**config.mk**
```make
export PLATFORM = sky130hd
export DESIGN_NAME = uart_rx_cfg
export DESIGN_NICKNAME = d
export VERILOG_FILES = /design/src/rtl/uart_pkg.sv /design/src/rtl/uart_baud_tick.sv /design/src/rtl/uart_rx_cfg.sv
export SDC_FILE = /design/constraint.sdc
export NUM_CORES = 1
export LEC_CHECK = 0
export CAP_MARGIN = 5
export CORE_ASPECT_RATIO = 0.75
export CORE_MARGIN = 2
export CORE_UTILIZATION = 50
export DETAILED_ROUTE_END_ITERATION = 8
export GPL_TIMING_DRIVEN = 0
export HOLD_SLACK_MARGIN = 0.12
export PLACE_DENSITY_LB_ADDON = 0.3
export SLEW_MARGIN = 25
export SYNTH_ARGS = -nofsm -noshare
export SYNTH_HDL_FRONTEND = slang
export SYNTH_SLANG_ARGS = --single-unit
```
**constraint.sdc**
```tcl
create_clock -name clk -period 2.63 [get_ports clk]
set_clock_uncertainty 0.1 [all_clocks]
set_input_delay 0.526 -clock clk [delete_from_list [all_inputs] [get_ports clk]]
set_output_delay 0.526 -clock clk [all_outputs]
set_load 0.1 [all_outputs]
```
**src/rtl/uart_pkg.sv**
```systemverilog
// Shared definitions for the UART receiver.
//   rx_state_e   : receiver frame states
//   PARITY_*     : parity mode codes for the PARITY parameter
//   maj3         : 2-of-3 vote used to decide each sampled bit
package uart_pkg;

  typedef enum logic [2:0] {
    ST_IDLE   = 3'd0,
    ST_START  = 3'd1,
    ST_DATA   = 3'd2,
    ST_PARITY = 3'd3,
    ST_STOP   = 3'd4
  } rx_state_e;

  localparam int PARITY_NONE = 0;
  localparam int PARITY_EVEN = 1;
  localparam int PARITY_ODD  = 2;

  function automatic logic maj3(input logic a, input logic b, input logic c);
    return (a & b) | (a & c) | (b & c);
  endfunction

endpackage

```
**src/rtl/uart_baud_tick.sv**
```systemverilog
// Oversample tick generator.
// Emits a one-cycle tick every round(CLOCK_FREQ/(BAUD_RATE*OVERSAMPLE))
// clock cycles. A restart pulse re-phases the divider so the first tick
// lands one full tick period after the restart cycle.
// Ports:
//   clk, rst_n : clock, asynchronous active-low reset
//   restart    : re-phase the divider (start edge seen)
//   tick       : one-cycle sample strobe
module uart_baud_tick #(
  parameter int CLOCK_FREQ = 50_000_000,
  parameter int BAUD_RATE  = 115_200,
  parameter int OVERSAMPLE = 16
) (
  input  logic clk,
  input  logic rst_n,
  input  logic restart,
  output logic tick
);

  localparam int DIV      = BAUD_RATE * OVERSAMPLE;
  localparam int TICK_RAW = (CLOCK_FREQ + DIV / 2) / DIV;
  localparam int TICK     = (TICK_RAW < 1) ? 1 : TICK_RAW;
  localparam int CW       = (TICK > 1) ? $clog2(TICK) : 1;
  localparam logic [CW-1:0] LAST = CW'(TICK - 1);

  logic [CW-1:0] r_cnt;

  always_ff @(posedge clk or negedge rst_n) begin
    if (!rst_n) begin
      r_cnt <= '0;
    end else if (restart || (r_cnt == LAST)) begin
      r_cnt <= '0;
    end else begin
      r_cnt <= r_cnt + 1'b1;
    end
  end

  assign tick = (r_cnt == LAST) && !restart;

endmodule

```
**src/rtl/uart_rx_cfg.sv**
```systemverilog
// Configurable UART receiver with a one-entry holding register.
// Frame: start bit, DATA_BITS data bits LSB first, optional parity bit,
// one stop bit. Bits are decided by a 2-of-3 vote of the oversample ticks
// around the bit centre.
// Handshake: data_out_valid means the holding register is full; it stays
// high, with data_out/frame_err/parity_err stable, until a cycle where
// data_out_valid && data_out_ready, which empties it.
// Ports:
//   clk, rst_n            : clock, asynchronous active-low reset
//   serial_in             : RX line (asynchronous, idle high)
//   data_out              : received payload
//   data_out_valid/ready  : holding register handshake
//   frame_err, parity_err : error flags of the held byte
//   overrun               : sticky, a completed frame was dropped
//   clear_overrun         : single-cycle pulse clearing overrun
module uart_rx_cfg
  import uart_pkg::*;
#(
  parameter int CLOCK_FREQ = 50_000_000,
  parameter int BAUD_RATE  = 115_200,
  parameter int DATA_BITS  = 8,
  parameter int PARITY     = 0,
  parameter int OVERSAMPLE = 16
) (
  input  logic                 clk,
  input  logic                 rst_n,
  input  logic                 serial_in,
  output logic [DATA_BITS-1:0] data_out,
  output logic                 data_out_valid,
  input  logic                 data_out_ready,
  output logic                 frame_err,
  output logic                 parity_err,
  output logic                 overrun,
  input  logic                 clear_overrun
);

  localparam int TW = $clog2(OVERSAMPLE);
  // Tick index OVERSAMPLE/2-1 is the bit centre c; the vote uses c-1, c, c+1
  // and is resolved on tick c+1.
  localparam logic [TW-1:0] T_CENTRE = TW'(OVERSAMPLE / 2 - 1);
  localparam logic [TW-1:0] T_VOTE   = TW'(OVERSAMPLE / 2);
  localparam logic [TW-1:0] T_LAST   = TW'(OVERSAMPLE - 1);
  localparam logic [2:0]    BIT_LAST = 3'(DATA_BITS - 1);

  rx_state_e r_state, w_next;

  logic                 r_sync1, r_sync2, r_prev;
  logic [TW-1:0]        r_tcnt;
  logic [2:0]           r_bitcnt;
  logic [1:0]           r_samp;
  logic [DATA_BITS-1:0] r_data;
  logic                 r_pbit;
  logic                 r_brk;
  logic [DATA_BITS-1:0] r_dout;
  logic                 r_valid, r_ferr, r_perr, r_ovr;

  logic w_rx, w_tick, w_fall, w_centre, w_vote, w_bit_end, w_maj;
  logic w_restart, w_frame_done, w_xor, w_perr;
  logic w_load, w_accept, w_ovr_evt;

  // Two-flop synchronizer; everything downstream sees only w_rx.
  always_ff @(posedge clk or negedge rst_n) begin
    if (!rst_n) begin
      r_sync1 <= 1'b1;
      r_sync2 <= 1'b1;
      r_prev  <= 1'b1;
    end else begin
      r_sync1 <= serial_in;
      r_sync2 <= r_sync1;
      r_prev  <= r_sync2;
    end
  end

  assign w_rx = r_sync2;

  uart_baud_tick #(
    .CLOCK_FREQ (CLOCK_FREQ),
    .BAUD_RATE  (BAUD_RATE),
    .OVERSAMPLE (OVERSAMPLE)
  ) u_tick (
    .clk     (clk),
    .rst_n   (rst_n),
    .restart (w_restart),
    .tick    (w_tick)
  );

  assign w_fall    = r_prev & ~w_rx;
  assign w_centre  = w_tick && (r_tcnt == T_CENTRE);
  assign w_vote    = w_tick && (r_tcnt == T_VOTE);
  assign w_bit_end = w_tick && (r_tcnt == T_LAST);
  assign w_maj     = maj3(r_samp[1], r_samp[0], w_rx);

  assign w_xor  = (^r_data) ^ r_pbit;
  assign w_perr = (PARITY == PARITY_EVEN) ? w_xor :
                  (PARITY == PARITY_ODD)  ? ~w_xor : 1'b0;

  always_ff @(posedge clk or negedge rst_n) begin
    if (!rst_n) begin
      r_state <= ST_IDLE;
    end else begin
      r_state <= w_next;
    end
  end

  always_comb begin
    w_next       = r_state;
    w_restart    = 1'b0;
    w_frame_done = 1'b0;
    case (r_state)
      ST_IDLE: begin
        if (w_fall) begin
          w_next    = ST_START;
          w_restart = 1'b1;
        end
      end
      ST_START: begin
        // A start bit that is high again at its centre was a glitch.
        if (w_centre && w_rx) begin
          w_next = ST_IDLE;
        end else if (w_bit_end) begin
          w_next = ST_DATA;
        end
      end
      ST_DATA: begin
        if (w_bit_end && (r_bitcnt == BIT_LAST)) begin
          w_next = (PARITY != PARITY_NONE) ? ST_PARITY : ST_STOP;
        end
      end
      ST_PARITY: begin
        if (w_bit_end) begin
          w_next = ST_STOP;
        end
      end
      ST_STOP: begin
        if (r_brk) begin
          // Low stop bit: stay here until the line is idle again so a
          // break cannot be mistaken for a new start edge.
          if (w_rx) begin
            w_next = ST_IDLE;
          end
        end else if (w_vote) begin
          w_frame_done = 1'b1;
          if (w_maj) begin
            w_next = ST_IDLE;
          end
        end
      end
      default: w_next = ST_IDLE;
    endcase
  end

  // Bit timing and frame assembly.
  always_ff @(posedge clk or negedge rst_n) begin
    if (!rst_n) begin
      r_tcnt   <= '0;
      r_bitcnt <= '0;
      r_samp   <= 2'b11;
      r_data   <= '0;
      r_pbit   <= 1'b0;
      r_brk    <= 1'b0;
    end else begin
      if (w_restart) begin
        r_tcnt   <= '0;
        r_bitcnt <= '0;
      end else begin
        if (w_tick) begin
          r_tcnt <= (r_tcnt == T_LAST) ? '0 : r_tcnt + 1'b1;
        end
        if ((r_state == ST_DATA) && w_bit_end) begin
          r_bitcnt <= r_bitcnt + 1'b1;
        end
      end

      if (w_tick) begin
        r_samp <= {r_samp[0], w_rx};
      end

      if ((r_state == ST_DATA) && w_vote) begin
        r_data <= {w_maj, r_data[DATA_BITS-1:1]};
      end
      if ((r_state == ST_PARITY) && w_vote) begin
        r_pbit <= w_maj;
      end

      if (r_state != ST_STOP) begin
        r_brk <= 1'b0;
      end else if (!r_brk && w_vote && !w_maj) begin
        r_brk <= 1'b1;
      end
    end
  end

  // Holding register. A completing frame loads if the register is empty
  // or is being emptied this very cycle; otherwise it is dropped.
  assign w_accept  = r_valid && data_out_ready;
  assign w_load    = w_frame_done && (!r_valid || data_out_ready);
  assign w_ovr_evt = w_frame_done && r_valid && !data_out_ready;

  always_ff @(posedge clk or negedge rst_n) begin
    if (!rst_n) begin
      r_dout  <= '0;
      r_valid <= 1'b0;
      r_ferr  <= 1'b0;
      r_perr  <= 1'b0;
      r_ovr   <= 1'b0;
    end else begin
      if (w_load) begin
        r_dout  <= r_data;
        r_ferr  <= ~w_maj;
        r_perr  <= w_perr;
        r_valid <= 1'b1;
      end else if (w_accept) begin
        r_valid <= 1'b0;
      end

      // A new drop wins over a simultaneous clear.
      if (w_ovr_evt) begin
        r_ovr <= 1'b1;
      end else if (clear_overrun) begin
        r_ovr <= 1'b0;
      end
    end
  end

  assign data_out       = r_dout;
  assign data_out_valid = r_valid;
  assign frame_err      = r_ferr;
  assign parity_err     = r_perr;
  assign overrun        = r_ovr;

endmodule

```
== Yosys cells after proc, flatten, opt, wreduce, memory -nomap -nowiden ==
Index checks and enable logic that the tools add are counted.
Operators by class
  add/subtract/negate cells: 3
  equality and inequality tests: 17
  multiplexer cells: 27
  bitwise operators: 8
  reductions and logical operators: 28
Operator list (number)
  3-bit two-way mux: 11
  3-bit inequality test (second input constant): 5
  3-bit one-hot mux with 5 select lines: 1
  1-bit logical AND: 14
  4-bit two-way mux: 3
  1-bit two-way mux: 11
  2-bit nonzero test: 5
  4-bit == test (second input constant): 2
  7-bit AND reduction: 1
  3-bit by 2-bit == test with 1-bit output (second input constant): 2
  3-bit == test (second input constant): 2
  2-bit inequality test (second input constant): 3
  5-bit by 1-bit adder with 5-bit output (second input constant): 1
  5-bit == test (second input constant): 1
  1-bit logical NOT: 5
  5-bit two-way mux: 1
  4-bit by 1-bit adder with 4-bit output (second input constant): 1
  1-bit bitwise AND: 4
  4-bit by 3-bit == test with 1-bit output (second input constant): 1
  3-bit by 1-bit adder with 3-bit output (second input constant): 1
  3-bit by 1-bit == test with 1-bit output (second input constant): 1
  3-bit logical NOT: 1
  1-bit logical OR: 2
  1-bit inverter: 2
  1-bit bitwise OR: 2
Word-level totals
  bits in registers: 40
  bits of input ports: 5
  output and inout bits: 12
  logic and storage cells: 97

== Depth between registers and ports, before layout ==
  depth after elaboration: 13
  gate-level depth with buffers: 7
  gate-level depth less buffers: 6

== By module ==
A second synthesis with hierarchy kept.
Unflattened totals
  cells, all modules: 149
  area total of the unflattened synthesis: 1849.3 um^2
By module, submodules not included
  uart_rx_cfg: times used 1, cells each 126, area an instance 1574.0 um^2, sequential area each 882.1 um^2
  uart_baud_tick: times used 1, cells each 23, area an instance 275.3 um^2, sequential area each 125.1 um^2

== Worst setup path before layout ==
No wires, ideal clock.
  path kind: reg2reg
  start: reg r_valid (netlist: data_out_valid)
  end: reg r_dout[0] (netlist: data_out[0])
  setup time: 0.125 ns
  arrival time: 1.817 ns
  required time: 2.405 ns
  setup slack: 0.587 ns
  cell stages (with the launch flop): 4
  path buffers: 0
  period minus slack after synthesis: 2.043 ns
  cell sequence: dfrtp_1 > nand2b_1 > nor4b_4 > mux2_2
Between the ends
  word-level cells in the longest chain between the ends: 3
RTL lines
  from (decl): line uart_rx_cfg.sv:55  | logic r_valid, r_ferr, r_perr, r_ovr;
  from (signal assigned): line uart_rx_cfg.sv:202  | r_valid <= 1'b0;
  from (signal assigned): line uart_rx_cfg.sv:211  | r_valid <= 1'b1;
  from (signal assigned): line uart_rx_cfg.sv:213  | r_valid <= 1'b0;
  1-bit logical NOT: line uart_rx_cfg.sv:196  | assign w_load = w_frame_done && (!r_valid || data_out_ready);
  1-bit logical OR: line uart_rx_cfg.sv:196
  1-bit logical AND: line uart_rx_cfg.sv:196
  to (signal assigned): line uart_rx_cfg.sv:208  | r_dout <= r_data;
  to (decl): line uart_rx_cfg.sv:54  | logic [DATA_BITS-1:0] r_dout;
Every way passes these cells.
A chain may end at the register's enable or synchronous reset.

== Worst setup path in the final report ==
  start: reg r_dout[0] (netlist: data_out[0])
  end: out data_out[0]
RTL lines
  to (decl): line uart_rx_cfg.sv:28  | output logic [DATA_BITS-1:0] data_out,
No word-level cell between the ends.

==> qor.yml <==
outcome: "completed"
critical_path_class: "reg2out"
reg2regPathDepth: 6
critPathRequiredTime_ps: 2000
postCtsHoldBufs: 1
drive_above_1_share_pct: 23.4
cts-root-buf: "clkbuf_8"
dr.pass1.iters: 4
ys_seq_elements: 40
place.gp.congestion: 0.841
yosys_most_used_dff: "dfrtp_1"
cts_buffer_depth: 2
syn_avg_cell_area_um2: 12.1
cts_resized: 0
finalSetupViolations: 0
areaGrowthSynthToFinish_pct: 19.9
sw_frac_of_total_pct: 25.1
grt_setup_unrepaired: "false"
synth_common_cells: "dfrtp_1, mux2_2, nand2_1, nor2_1, inv_1"
crit_fanout: 2
core_area_um2: 3330
synth_cell_types: 37
antenna_found_initial: 0
max_slew_margin_pct: 34.4
hp-class: "reg2reg"
power.density_nw_per_um2: 701
use_met1_pct: 22.9
tightest_slew_ps: 980
clk_latency_ps: 290
holdPathStages: 0
grt.busiest_layer: "met2"
synthArstFlopShare_pct: 100
met3_usage_pct: 5.29
end_kind: "output port"
grt_max_degree: 32
routedWlPerCell_um: 14.5
yosysSeqAreaShare_pct: 56.9
period_share_pct: 91.7
rows: 18
slew_violations: 0
finalPower_mw: 1.49
vdd_ir_drop_max_mv: 0.470
cp_top_family: "buffers and inverters"
worstPathCellList: "clkdlybuf4s50_1"
power.net_switching_uw: 373
synthCells: 146
start_util_pct: 53.1
slowest_stage: "clkdlybuf4s50_1"
crit_path_max_incr_delay_ps: 1140
place_ws_ps: 222
min_to: "r_sync2"
hold_viol_final: 0
setup-tns-final_ps: 0
reg2reg_slack_ps: 240
drt-total-wl_um: 3050
dieArea_um2: 4040
final_util_pct: 63.7
drc: 0
r2r_end: "data_out[2]"
synth_area_leaders: "dfrtp_1, mux2_2, dfstp_2"
grtUsageTotal_pct: 17.7
rr_startpoint: "r_tcnt[0]"
fmax_ghz: 0.415
synthesis.nets: 157
synth_edf_count: 0
path_buf_inv: 1
critPathLaunchType: "register"
grt_pass1_vias: 1254
synth_area_leader_cell: "dfrtp_1"
grt_pass1_wl_um: 5550
power_frac_seq_pct: 50.5
layout_setup_ws_ps: 218
clock_power_share_pct: 36.2
cts_htree_levels: 2
synth.most_common_cell: "dfrtp_1"
grt_overflow: 0
worstPathArrival_ps: 1790
die_h_um: 55.5
cts.sinks: 40
io_pins: 17
diodes: 0
post_cts_buffers: 0
vias: 1150
die_w_um: 72.7
yosysWarnings: 0
n_fill_cell: 261
cts_made_buffers: 5
drt_iter0_markers: 36
p_comb_share_pct: 13.4
met2_usage_pct: 27.8
min_from: "r_sync1"
drtAntennaViolNets: 0
syn-cell-area_um2: 1770
io_buffers: 15
cts_tree: "yes"
maxCapViolations: 0
clkTransAtPathRegs_ps: 70
layout.nets: 181
p_leak_nw: 1.01
hpwl_um: 2240
synth_top_area_share_pct: 49.5
viasPerCell: 5.45
intPower_mw: 1.11
layout_min_cycle_time_ps: 2410
## through the flow
step                      area (um^2)  instances  hold WS [ps]
after CTS                        2120        211           259
after floorplan                  1770        146           130
final                            2120        211           258
after detailed placement         1990        202           247
after global placement           1970        201           246
after global routing             2120        211           262
## state kept, by name, summed over array words and instances (netlist names), 2 cells and up
name,flops
r_bitcnt,3
r_state,3
data_out,8
r_data,8
r_samp,2
r_tcnt,4
u_tick.r_cnt,5
## cell type report
type | instances | area (um^2) | area share (%)
inverter | 7 | 26.3 | 1.24
timing repair buffer | 17 | 175 | 8.25
sequential | 40 | 1010 | 47.5
tap | 40 | 50.0 | 2.36
clock buffer | 7 | 96.3 | 4.54
buffer | 5 | 35.0 | 1.65
clock inverter | 1 | 30.0 | 1.42
multi-input combinational | 94 | 702 | 33.1
## power groups by stage
stage,sequential [mW],combinational (mW),clock [mW]
after global placement,0.753,0.183,0
final,0.750,0.199,0.538
after CTS,0.751,0.200,0.554
after floorplan,0.746,0.147,0
after detailed placement,0.763,0.198,0
after global routing,0.765,0.232,0.573
## kinds of logic (layout without fill, tap and decap cells)
logic type | Yosys count | count (layout) | share of synthesized area [%]
multiplexers | 21 | 21 | 13.1
other | 1 | 1 | 0.212
adder cells (fa/ha/maj) | 7 | 7 | 4.81
XOR/XNOR | 5 | 5 | 2.47
AO/OA/AOI/OAI | 12 | 12 | 4.24
flip-flops | 40 | 40 | 56.9
AND/OR/NAND/NOR | 48 | 48 | 14.8
buffers and inverters | 12 | 37 | 3.46
## how the worst max path moves through the flow
| stage | to | depth (start not counted) | startpoint |
|---|---|---|---|
| after detailed placement | data_out[6] | 4 | data_out_ready |
| after global placement | u_tick.r_cnt[0] | 1 | rst_n |
| after floorplan | data_out[0] | 3 | data_out_valid |
| final | data_out[0] | 1 | data_out[0] |
| after global routing | data_out[6] | 6 | r_tcnt[0] |
| after CTS | data_out[6] | 1 | data_out[6] |
## metal layers
metal	vias to the layer above	routed length, um
met2	28	1420
met3	8	160
li1	548	-
met5	-	0
met4	0	51
met1	566	1430
## cells in the final DEF (no fill, tap or decap), types with 2 or more instances in the layout
| cell type | count |
|---|---|
| xor2_1 | 4 |
| ha_1 | 6 |
| clkdlybuf4s50_1 | 14 |
| nand3_1 | 6 |
| buf_2 | 2 |
| mux2_2 | 18 |
| inv_1 | 7 |
| o41ai_1 | 2 |
| nor3_1 | 2 |
| buf_4 | 2 |
| nor2_1 | 13 |
| dfstp_2 | 5 |
| nand2_1 | 13 |
| clkbuf_8 | 7 |
| o21ai_0 | 2 |
| dfrtp_1 | 35 |
| and3_1 | 2 |
| mux2i_1 | 3 |
| a21oi_1 | 5 |
No activity file was read; power rests on OpenSTA's default activity.
==> patch, RTL diff (same flow settings) <==
`BAUD_RATE` is set to 115_200 in 2 places; all go to 230_400.
--- a/src/rtl/uart_baud_tick.sv
+++ b/src/rtl/uart_baud_tick.sv
@@ -8,7 +8,7 @@
 //   tick       : one-cycle sample strobe
 module uart_baud_tick #(
   parameter int CLOCK_FREQ = 50_000_000,
-  parameter int BAUD_RATE  = 115_200,
+  parameter int BAUD_RATE  = 230_400,
   parameter int OVERSAMPLE = 16
 ) (
   input  logic clk,
--- a/src/rtl/uart_rx_cfg.sv
+++ b/src/rtl/uart_rx_cfg.sv
@@ -17,7 +17,7 @@
   import uart_pkg::*;
 #(
   parameter int CLOCK_FREQ = 50_000_000,
-  parameter int BAUD_RATE  = 115_200,
+  parameter int BAUD_RATE  = 230_400,
   parameter int DATA_BITS  = 8,
   parameter int PARITY     = 0,
   parameter int OVERSAMPLE = 16
Formal check against the unedited RTL: same outputs for any inputs over 10 cycles, from zero or initial values and one cycle with rst_n low; that may be too few to reach the edited logic, so the function may still have changed.
==> patch against the unedited design <==
  * Die area fell by 0.40%
  * Wire length rose by 2.4%
  * Design area barely moved
  * Total power rose by 4.6%
  * Cell count did not move
  * Sequential cell count fell by 1
  * Setup slack improved by 8.9 ps
  * Synthesized area fell by 0.42%
==> patch: results (changes against the unedited design) <==
qor: detailed_routing.avgViaCountPerCell 5.67 [+4.0%]
qor: logic_synthesis.synth-adder-area-share 0.0483 [+0.000205]
qor: placed_design.placement.setup.worst_slack 439 ps [+217 ps]
qor: detailed_routing.first_iter_violations 72 [+100%]
qor: timing.timing.hold.ws 260 ps [+1.74 ps]
qor: logic_synthesis.synth.avg_cell_area 12.1 sq um [-0.42%]
qor: global_route.grtUsageMet2 0.269 [-0.00909]
qor: worst_setup_path.crit-reg2reg-capture data_out[1]$_DFFE_PN0P_
qor: cells_and_area.design.final.nets 181 [unchanged]
qor: global_route.grt_first_pass_wirelength 5350 um [-3.7%]
qor: power.powerDensity 734 mW/mm^2 [+4.7%]
qor: power.vdd_ir_drop_max 608 uV [+29%]
qor: worst_setup_path.critical_path.startpoint data_out[7]$_DFFE_PN0P_
qor: logic_synthesis.multiplexer_share_of_the_synthesized_area 0.121 [-0.0108]
qor: placed_design.place_hpwl 2280 um [+2.0%]
qor: cells_and_area.area_growth 20.3%
qor: logic_synthesis.compound_cell_area_share_of_the_yosys_netlist 0.0660 [+0.0236]
qor: cells_and_area.fillCellCount 252 [-3.4%]
qor: logic_synthesis.synth.top_cells.by_count sky130_fd_sc_hd__dfrtp_1 (34), sky130_fd_sc_hd__mux2_2 (18), sky130_fd_sc_hd__nand2_1 (9), sky130_fd_sc_hd__a21oi_1 (7)
qor: global_route.globalRouteMet1Util 0.235 [+0.00565]
qor: detailed_routing.drt-met1-wl 1560 um [+9.3%]
qor: detailed_routing.dr_wl_met2 1430 um [+0.99%]
qor: power.sw_pwr 392 uW [+5.0%]
qor: worst_setup_path.regToRegStartpoint u_tick.r_cnt[1]$_DFF_PN0_
qor: detailed_routing.detail_route.wirelength 3130 um [+2.4%]
qor: logic_synthesis.yosys.cell_types.count 40 [+8.1%]
qor: run_status.run_status completed
qor: min_path.hold_path.startpoint r_sync1$_DFF_PN1_
qor: timing.worst_pin_slew 970 ps [-10.6 ps]
qor: detailed_routing.num_vias 1,196 [+4.0%]
qor: power.power.static_leakage 0.972 nW [-4.1%]
qor: power.combPwrFrac 0.159 [+0.025]
qor: global_route.grt.met3_usage 0.0493 [-0.00365]
qor: placed_design.placedInstanceArea 0.00198 sq mm [-0.38%]
qor: clock_tree.clk_latency 290 ps [about the same]
qor: global_route.grt_start_max_net_pins 27 [-16%]
qor: placed_design.globalplace.congestion 0.832 [-1.0%]
qor: logic_synthesis.ys_seq_area_frac 0.557 [-0.0118]
patch: layout make-up:
class                      instances  area share
inverter                           6      0.0106
timing repair buffer              17      0.0826
clock buffer                       6      0.0342
multi-input combinational         96       0.346
sequential                        39       0.463
buffer                             5      0.0118
clock inverter                     2      0.0283
tap                               40      0.0236
patch: worst register-to-register path, cell delays in order, from the launching register on:
cell                       delay, ps
sky130_fd_sc_hd__dfrtp_1         400
sky130_fd_sc_hd__inv_1            70
sky130_fd_sc_hd__ha_1            220
sky130_fd_sc_hd__and3_1          170
sky130_fd_sc_hd__clkbuf_1        350
sky130_fd_sc_hd__nand4_2         400
sky130_fd_sc_hd__mux2_2          410
patch: worst max-delay path by stage:
stage | endpoint | slack [ps] | cells past startpoint
CTS | data_out[1] | 210 | 1
floorplan | data_out[0]$_DFFE_PN0P_ | 700 | 3
global placement | r_data[0]$_DFFE_PN0P_ | 110 | 1
detailed placement | data_out[1]$_DFFE_PN0P_ | 440 | 6
global route | data_out[2] | 180 | 1
finish | data_out[7] | 230 | 1
